$ cat config.mk
export PLATFORM = sky130hd
export DESIGN_NAME = fetch_queue
export DESIGN_NICKNAME = d
export VERILOG_FILES = /design/src/rtl/fetch_pkg.sv /design/src/rtl/fetch_predecode.sv /design/src/rtl/fetch_queue.sv
export SDC_FILE = /design/constraint.sdc
export NUM_CORES = 1
export LEC_CHECK = 0
export CORE_MARGIN = 2
export CORE_UTILIZATION = 44
export CTS_CLUSTER_SIZE = 16
export DETAILED_ROUTE_END_ITERATION = 12
export PLACE_DENSITY = 0.75
export SYNTH_ARGS = -nofsm -noshare
export SYNTH_HDL_FRONTEND = slang
export SYNTH_SLANG_ARGS = --single-unit
$ cat constraint.sdc
create_clock -name clk -period 5.7 [get_ports clk]
set_input_delay 1.14 -clock clk [delete_from_list [all_inputs] [get_ports clk]]
set_output_delay 1.14 -clock clk [all_outputs]
set_load 0.05 [all_outputs]
$ cat src/rtl/fetch_pkg.sv
// Shared definitions for the fetch queue: predecode opcode fields,
// prediction classes and the queue entry layout.
// Optional feature macro: FETCH_JR_PREDICT_EN (JR/JALR target prediction).
package fetch_pkg;

  localparam logic [4:0] OP_J       = 5'b00001;
  localparam logic [5:0] OP_BC      = 6'b110010;
  localparam logic [4:0] OP_BEQ_BNE = 5'b00010;
  localparam logic [5:0] FUNCT_JR   = 6'b001001;

  typedef enum logic [2:0] {
    PK_SEQ,
    PK_JUMP,
    PK_BC,
    PK_BRANCH,
    PK_JR
  } pred_kind_t;

  typedef struct packed {
    logic [31:0] pc;
    logic [31:0] inst;
    logic        taken;
    logic [31:0] target;
  } fq_entry_t;

endpackage

$ cat src/rtl/fetch_predecode.sv
// Static next-PC predictor applied to an instruction returning from BRAM.
// Purely combinational. JR/JALR prediction from the register file is
// enabled by FETCH_JR_PREDICT_EN.
module fetch_predecode
  import fetch_pkg::*;
(
  input  logic [31:0] pc,
  input  logic [31:0] inst,
  input  logic [31:0] jr_data,
  output logic        is_jr,
  output logic        taken,
  output logic [31:0] target
);

  pred_kind_t  kind;
  logic [31:0] seq_pc;
  logic [31:0] j_tgt;
  logic [31:0] bc_tgt;
  logic [31:0] br_tgt;

  assign seq_pc = pc + 32'd4;
  assign j_tgt  = {pc[31:28], inst[25:0], 2'b00};
  assign bc_tgt = pc + {{4{inst[25]}}, inst[25:0], 2'b00};
  assign br_tgt = pc + {{14{inst[15]}}, inst[15:0], 2'b00};

`ifdef FETCH_JR_PREDICT_EN
  logic unused_jr_bits;
  assign unused_jr_bits = ^jr_data[1:0];
`else
  logic unused_jr_bits;
  assign unused_jr_bits = ^jr_data;
`endif

  // Classify the instruction in predictor priority order
  always_comb begin
    kind = PK_SEQ;
    if (inst[31:27] == OP_J)
      kind = PK_JUMP;
    else if (inst[31:26] == OP_BC)
      kind = PK_BC;
    else if ((inst[31:27] == OP_BEQ_BNE) && inst[15])
      kind = PK_BRANCH;
    else if ((inst[31:26] == 6'b000000) && (inst[5:0] == FUNCT_JR))
      kind = PK_JR;
  end

  // Select prediction and target for the class
  always_comb begin
    is_jr  = (kind == PK_JR);
    taken  = 1'b0;
    target = seq_pc;
    case (kind)
      PK_JUMP:   begin taken = 1'b1; target = j_tgt;  end
      PK_BC:     begin taken = 1'b1; target = bc_tgt; end
      PK_BRANCH: begin taken = 1'b1; target = br_tgt; end
      PK_JR: begin
`ifdef FETCH_JR_PREDICT_EN
        taken  = 1'b1;
        target = {jr_data[31:2], 2'b00};
`endif
      end
      default: ;
    endcase
  end

endmodule

$ cat src/rtl/fetch_queue.sv
// Fetch stage: streams one instruction per cycle from a 1-cycle BRAM,
// predicts the next PC from the returning word and buffers entries in a
// DEPTH-entry circular queue with a registered head for decode.
// Optional feature macro: FETCH_JR_PREDICT_EN (predict JR/JALR targets
// instead of stalling until redirect).
module fetch_queue
  import fetch_pkg::*;
#(
  parameter int unsigned AW       = 17,
  parameter int unsigned DEPTH    = 4,
  parameter logic [31:0] RESET_PC = 32'h0
) (
  input  logic          clk,
  input  logic          rst,
  output logic [AW-1:0] inst_addr,
  output logic          inst_en,
  input  logic [31:0]   inst_data,
  input  logic          redirect_valid,
  input  logic [31:0]   redirect_pc,
  output logic [4:0]    jr_reg,
  input  logic [31:0]   jr_data,
  output logic          out_valid,
  input  logic          out_ready,
  output logic [31:0]   out_pc,
  output logic [31:0]   out_inst,
  output logic          out_pred_taken,
  output logic [31:0]   out_pred_target
);

  localparam int unsigned PW = (DEPTH > 1) ? $clog2(DEPTH) : 1;
  localparam int unsigned CW = $clog2(DEPTH) + 1;

  fq_entry_t     mem [DEPTH];
  fq_entry_t     head_q;
  fq_entry_t     new_entry;
  logic [PW-1:0] rd_ptr;
  logic [PW-1:0] wr_ptr;
  logic [CW-1:0] count;
  logic [CW-1:0] cnt_after_deq;
  logic [CW-1:0] count_next;
  logic [31:0]   fetch_pc;
  logic [31:0]   pc_q;
  logic [31:0]   next_pc;
  logic          inflight;
  logic          stall;
  logic          enq;
  logic          deq;
  logic          issue;
  logic          jr_block;
  logic          pd_is_jr;
  logic          pd_taken;
  logic [31:0]   pd_target;

  fetch_predecode u_predecode (
    .pc      (pc_q),
    .inst    (inst_data),
    .jr_data (jr_data),
    .is_jr   (pd_is_jr),
    .taken   (pd_taken),
    .target  (pd_target)
  );

`ifdef FETCH_JR_PREDICT_EN
  logic unused_bits;
  assign jr_reg      = inst_data[20:16];
  assign jr_block    = 1'b0;
  assign unused_bits = ^{redirect_pc[1:0], pd_is_jr};
`else
  // Without JR prediction the word after a JR must never be fetched,
  // so the response cycle itself already blocks issue.
  logic unused_bits;
  assign jr_reg      = '0;
  assign jr_block    = inflight & pd_is_jr;
  assign unused_bits = ^redirect_pc[1:0];
`endif

  // Issue decision, next fetch address and queue occupancy bookkeeping
  always_comb begin
    new_entry.pc     = pc_q;
    new_entry.inst   = inst_data;
    new_entry.taken  = pd_taken;
    new_entry.target = pd_target;
    next_pc          = inflight ? pd_target : fetch_pc;
    enq              = inflight;
    deq              = out_valid & out_ready;
    issue            = ~rst & ~redirect_valid & ~stall & ~jr_block &
                       ((count + CW'(inflight)) < CW'(DEPTH));
    cnt_after_deq    = count - CW'(deq);
    count_next       = cnt_after_deq + CW'(enq);
  end

  assign inst_en         = issue;
  assign inst_addr       = next_pc[AW+1:2];
  assign out_valid       = (count != '0);
  assign out_pc          = head_q.pc;
  assign out_inst        = head_q.inst;
  assign out_pred_taken  = head_q.taken;
  assign out_pred_target = head_q.target;

  // Fetch control, pointers and registered head copy
  always_ff @(posedge clk) begin
    if (rst) begin
      count    <= '0;
      rd_ptr   <= '0;
      wr_ptr   <= '0;
      inflight <= 1'b0;
      stall    <= 1'b0;
      fetch_pc <= RESET_PC;
      pc_q     <= '0;
      head_q   <= '0;
    end else if (redirect_valid) begin
      count    <= '0;
      rd_ptr   <= '0;
      wr_ptr   <= '0;
      inflight <= 1'b0;
      stall    <= 1'b0;
      fetch_pc <= {redirect_pc[31:2], 2'b00};
    end else begin
      count    <= count_next;
      inflight <= issue;
      fetch_pc <= next_pc;
      if (issue)    pc_q   <= next_pc;
      if (deq)      rd_ptr <= rd_ptr + PW'(1);
      if (enq)      wr_ptr <= wr_ptr + PW'(1);
      if (jr_block) stall  <= 1'b1;
      // Head mirrors mem[rd_ptr] one cycle later; when the queue drains to
      // the incoming entry alone, take it straight from the response.
      if (count_next != '0)
        head_q <= (cnt_after_deq == '0) ? new_entry : mem[rd_ptr + PW'(deq)];
    end
  end

  // Queue storage, written on enqueue only
  always_ff @(posedge clk) begin
    if (!rst && !redirect_valid && enq)
      mem[wr_ptr] <= new_entry;
  end

endmodule

# Word-level counts from Yosys, hierarchy flattened
# Memory sizes are Yosys's and may differ from the RTL's.
# Cells that the tools add are included.
classes:
  n_addsub: 9
  magnitude_cmp: 1
  n_eq_ne: 8
  mux: 11
  bitwise_logic: 10
  n_reduce_logical: 14
ops:
  columns: ["operator", "count"]
  rows:
  - ["two-way mux 97 bit", 1]
  - ["one-hot mux 32 bit (3 select lines)", 1]
  - ["adder 32 bit", 2]
  - ["two-way mux 32 bit", 2]
  - ["adder 32 x 3 -> 32 bit (second input constant)", 1]
  - ["two-way mux 3 bit", 4]
  - ["adder 3 x 1 -> 3 bit", 2]
  - ["AND 1 bit", 6]
  - ["== test 3 x 2 -> 1 bit (second input constant)", 2]
  - ["== test 6 x 4 -> 1 bit (second input constant)", 1]
  - ["== test 6 bit (second input constant)", 1]
  - ["zero test 6 bit", 1]
  - ["nonzero test 3 bit", 2]
  - ["== test 5 x 1 -> 1 bit (second input constant)", 1]
  - ["== test 5 x 2 -> 1 bit (second input constant)", 1]
  - ["adder 2 x 1 -> 2 bit (second input constant)", 2]
  - ["logical AND 1 bit", 4]
  - ["inverter 1 bit", 4]
  - ["AND reduction 2 bit", 2]
  - ["== test 3 x 1 -> 1 bit (second input constant)", 1]
  - ["== test 3 bit (second input constant)", 1]
  - ["zero test 3 bit", 1]
  - ["less-than comparator 3 bit (second input constant)", 1]
  - ["two-way mux 1 bit", 3]
  - ["other kinds (5)", 6]
word_totals:
  regBits: 170
  ram_bits: 388
  input_bits: 100
  output_inout_bits: 121
  elab_cells: 66
  n_memories: 1
memory_table:
  columns: ["name", "depth", "width", "read_ports", "rd_clocked_by_memory_dff", "write_ports", "line_no", "rtl"]
  rows:
  - ["mem", 4, 97, 1, 0, 1, "fetch_queue.sv:33", "fq_entry_t mem [DEPTH];"]

# Depth between registers and ports, before layout
logic_depth:
  word_depth: 12
  ltp_mapped: 17
  mapped_depth_nobuf: 15

# Cells and area by module
# From an unflattened synthesis, not the netlist that was laid out.
unflattened:
  hier_cells: 1750
  hier_area_um2: 23812.8
modules_own_cells:
  columns: ["module", "instances", "cells_each", "area_per_inst_um2", "seq_area_each_um2"]
  rows:
  - ["fetch_queue", 1, 1436, 21739.6, 15054.4]
  - ["fetch_predecode", 1, 314, 2073.2, 0.0]

# Least setup slack after synthesis
# OpenSTA, ideal clock, no wires.
synth_path:
  kind: "input to output"
  from: "in inst_data[30]"
  to: "out inst_addr[14]"
  arrival_time_ns: 4.366
  t_required_ns: 4.560
  slack_ns: 0.194
  path_stages: 14
  n_path_buf: 1
  cell_sequence: "nor4_1 and3_1 or2_2 nand2b_1 ha_1 fa_1 a21o_1 a221o_2 a31oi_4 a31oi_4 a2111oi_4 a211oi_2 mux2_2 buf_4"
synth_via:
  elab_chain_cells: 9
  elab_cells_between_ends: 15
  classes_between: "eq/ne: 6; mux: 6; reduce/logical: 3"
synth_rtl:
  columns: ["element", "line_no", "rtl"]
  rows:
  - ["from (decl)", "fetch_queue.sv:17", "input logic [31:0] inst_data,"]
  - ["zero test 6 bit", "fetch_predecode.sv:43", "else if ((inst[31:26] == 6'b000000) && (inst[5:0] == FUNCT_JR))"]
  - ["logical AND 1 bit", "fetch_predecode.sv:43", null]
  - ["two-way mux 3 bit", "fetch_predecode.sv:43", null]
  - ["two-way mux 3 bit", "fetch_predecode.sv:41", "else if ((inst[31:27] == OP_BEQ_BNE) && inst[15])"]
  - ["two-way mux 3 bit", "fetch_predecode.sv:39", "else if (inst[31:26] == OP_BC)"]
  - ["two-way mux 3 bit (*)", "fetch_predecode.sv:37", "if (inst[31:27] == OP_J)"]
  - ["== test 3 x 2 -> 1 bit / == test 3 x 1 -> 1 bit (equally long branches)", "fetch_predecode.sv:52", "case (kind)"]
  - ["one-hot mux 32 bit (3 select lines) (*)", "fetch_predecode.sv:52", null]
  - ["net pd_target[16]", "fetch_queue.sv:52", "logic [31:0] pd_target;"]
  - ["two-way mux 32 bit (*)", "fetch_queue.sv:83", "next_pc = inflight ? pd_target : fetch_pc;"]
  - ["to (decl)", "fetch_queue.sv:15", "output logic [AW-1:0] inst_addr,"]
# The timed path passes the listed nets; every way through them passes the cells marked *.

# Worst setup path after layout
layout_path:
  from: "in inst_data[29]"
  to: "out inst_addr[14]"
# The elaborated chain is that of the path after synthesis.

==> summary.md <==
| Metric | Value |
|---|---|
| Status | finished with violations |
| Violations in the final reports | negative setup slack |
| Largest net degree at the start of global routing | 98 |
| Post-route DRC violation count | 0 |
| Setup CP Type | in -> out |
| Post-detailed-route count of antenna-violating nets | 0 |
| Final-layout setup total negative slack | -12.65 ps |
| Portion of total power attributed to the clock network | 38.0% |
| Initial Util | around 45% |
| Placed instance area | 27,150 um^2 |
| Amount of wire on met2 after detailed routing | 29,540 um |
| List of most frequent post-synthesis cells | edfxtp_1, nand2_1, dfxtp_1, nor2_1, mux4_2 |
| Endpoint of the worst setup timing path | inst_addr[14] |
| Start point of the critical path | inst_data[29] |
| Total routing resource utilization after global routing | 22.85% |
| Crit path launch type | primary input |
| Highest attainable clock frequency | 175.1 MHz |
| Flops & latches, synth | 558 |
| IR Drop Worst-Case VDD | 0.2316 mV |
| Total iterations of the first detailed-routing run | 5 |
| Flop pwr share | 45.0% |
| Worst reg-to-reg path cell count | 13 |
| Dpl ws | -746.3 ps |
| Cell area after synthesis | 23,620 um^2 |
| Weighted congestion reported at the end of routability-driven placement | ~0.9 |
| Leak pwr | 10.50 nW |
| Worst Setup End Kind | output port |
| Proportion of register bits with asynchronous set or reset after synthesis | 0% |
| Measured slew at the worst slew-check pin | 882.3 ps |
| Reported max-cap violation count | 0 |
| Total global routing overflow | 0 |
| Relative slew slack | 41.18% |
| Met3 wire length | 5714 um |
| # diodes | 0 |
| Post-placement cell count | 2,656 |
| Tcrit/Tclk final | 100.2% |
| Initial antenna violation count | 2 |
| Vias in the first global route | 16,180 |
| Post-Synth XOR/XNOR Area | 0.8900% |
| Number of instances in the synthesized netlist | 1,774 |
| Arr. time, crit path | 4570 ps |
| Largest cells by area after synthesis | edfxtp_1, dfxtp_1, mux4_2 |
| Dominant cell type by area after synthesis | edfxtp_1 |
| Final core occ | 55.52% |
| Clk sinks | 558 |
| Number of H-tree levels | 2 |
| Fraction of the mapped netlist area in compound gates | slightly below 10% |
| Wire length of the first global-routing pass | 97,120 um |
| Setup slack, reg-to-reg | 2140 ps |
| Total internal power | 7.403 mW |
| Number of cell rows | 84 |
| Sw Pwr | 2.806 mW |
| Number of distinct library cells after synthesis | 72 |
| Fraction of post-synthesis cell area in the top cell type by area | 49.33% |
| Fill cell count | 4,145 |
| Worst Hold Depth | 2 |
| Final nets | 2,180 |
| Total area of multi-input combinational cells | 8028 um^2 |
| Part of the total power dissipated in combinational logic | between 10% and 20% |
| Cell at the root of the clock tree | clkbuf_16 |
| Number of synthesized flops with an enable pin | 388 |
| Number of top-level pins | 221 |
| Cts bufs inserted | 56 |
| Design Area, Final | 29,350 um^2 |
| Post-Synth Adder-Cell Area | roughly 2.1% |
| Dominant combinational cell family by area after synthesis | multiplexers |
| Number of max-slew violations in the final report | 0 |
| Worst R2R Start | pc_q[2] |
| Fin worst setup slack | -12.65 ps |
| DR vias | 16,070 |
| Maximum buffer depth of the clock tree | 3 |
| Clock tree from TritonCTS | done |
| Hold Vio Cnt, Final | 0 |
| Share of cells above drive strength 1 | about a fifth |
| RSZ-0062 raised after global routing | true |
| Post-route total power | 10.21 mW |
| Core Box Area | 52,870 um^2 |
| Die area | between 50,000 and 60,000 um^2 |
| Fin crit period | 5713 ps |
| Avg Vias per Cell | 5.791 |
| Post-Synthesis Mean Instance Area | 13.31 um^2 |
| Ratio of total power to cell area | about 350 nW/um^2 |
| Post-layout instance count excluding filler cells | 2,775 |
| Portion of netlist area occupied by mux cells | 10.51% |
| Worst skew pair latency | 630 ps |
| Buffers on Ports | 181 |
| Total area of sequential cells | 15,060 um^2 |
| Maximum net fanout on the critical path | 3 |
| Highest routed metal layer | met4 |
| End of the worst register-to-register path | fetch_pc[22] |
| Post-route met1 wirelength | 27,430 um |
| Number of buffers added to fix hold violations after cts | 0 |
| Most numerous cell in the Yosys netlist | edfxtp_1 |
| Min-Delay Path Class | reg -> reg |
| DIE WIDTH | about 240 um |
| Routed wire length | 64,130 um |
| Share of synthesized cell area in and, or, nand and nor gates | 9.711% |
| Net switching share of the total power | a little over a quarter |
| Layout Skew | approximately 31 ps |
| Data required time of the critical path | 4560 ps |
| Leading register cell type out of synthesis | edfxtp_1 |
| Setup Viol. Count Final | 1 |
| Sequential share of the synthesized area | 63.74% |
| CTS clk-pin slew, worst paths | 60 ps |
| Min Hold Slack | around 480 ps |
| DRT iter0 DRCs | around 1,500 |
| Average routed wire per standard cell | 23.11 um |
| Count of yosys warnings during synthesis | 0 |
| Die extent in y | 235.7 um |
| Detailed Place HPWL | 40,750 um |
| Syn-to-layout area delta | 24.27% |
[power groups by stage]
stage          logic [mW]  clock network [mW]  registers (mW)
6_report             1.74                3.88            4.59
5_1_grt              1.85                4.08            4.61
4_1_cts              1.74                3.92            4.59
3_5_place_dp         1.72                   0            4.68
3_3_place_gp         1.70                   0            4.67
2_1_floorplan       0.704                   0            5.01
[what timing repair did]
action | CTS | global route
buffers inserted | 11 | 5
cloned | 0 | 0
endpoints found under the setup margin | 12 | 10
resized for setup | 41 | 15
pin swaps | 18 | 14
[final cells by class]
type	instances	share of cell area (%)
sequential	558	51.30
multi-input combinational	1046	27.35
timing repair buffer	341	11.23
clock buffer	85	5.636
tap	688	2.933
clock inverter	19	1.066
inverter	38	0.4860
[layer usage]
metal | GRT usage, % | vias to the layer above
met4 | 5.887 | 0
met5 | 0 | -
met2 | 36.09 | 710
met3 | 5.171 | 100
li1 | - | 7234
met1 | 32.06 | 8026
[worst max-delay path: stages]
cell and delay, ps:
buf_8 100, buf_6 110, nand4b_1 200, nor3_2 230, or2_4 220, nand2b_1 70, ha_2 190, fa_2 360
a21o_1 190, a221o_2 400, a31oi_4 220, a31oi_4 140, a21o_1 230, a211oi_4 380, mux2_4 250, buf_12 130
[flip-flops by register name (all words and copies together) (netlist names)]
name,count
fetch_pc,32
stall,1
mem,388
wr_ptr,2
out_inst,32
out_pc,32
pc_q,32
out_pred_taken,1
rd_ptr,2
enq,1
out_pred_target,32
count,3
[how the worst min path moves through the flow]
stage           startpoint           to  slack, ps
2_1_floorplan        stall        stall        420
3_3_place_gp         stall        stall        450
3_5_place_dp         stall        stall        460
4_1_cts              stall        stall        470
5_1_grt        fetch_pc[0]  fetch_pc[0]        510
6_report             stall        stall        480
[placed cells by master, fill, tap and decap left out, types with 22 or more instances in the layout]
| cell type | netlist | layout |
|---|---|---|
| nor2_1 | 154 | 154 |
| edfxtp_1 | 388 | 388 |
| a31oi_1 | 29 | 29 |
| ha_1 | 38 | 35 |
| mux4_2 | 97 | 97 |
| o21ai_0 | 57 | 54 |
| nand3_1 | 29 | 28 |
| and2_1 | 23 | 23 |
| buf_12 | 0 | 26 |
| a311oi_1 | 72 | 72 |
| dfxtp_1 | 170 | 169 |
| a21oi_1 | 64 | 58 |
| inv_1 | 37 | 36 |
| a21o_1 | 22 | 22 |
| clkdlybuf4s50_1 | 0 | 155 |
| buf_4 | 23 | 149 |
| nand2_1 | 243 | 243 |
| clkbuf_16 | 0 | 59 |
| mux2i_1 | 25 | 24 |
[kinds of logic after synthesis]
kind of cell	count (synthesis)
xor+xnor	24
flops	558
fa+ha+maj	39
other cells	1
simple gates	524
buf+inv	174
mux	126
compound gates	328
Power figures use the tool's default switching activity.
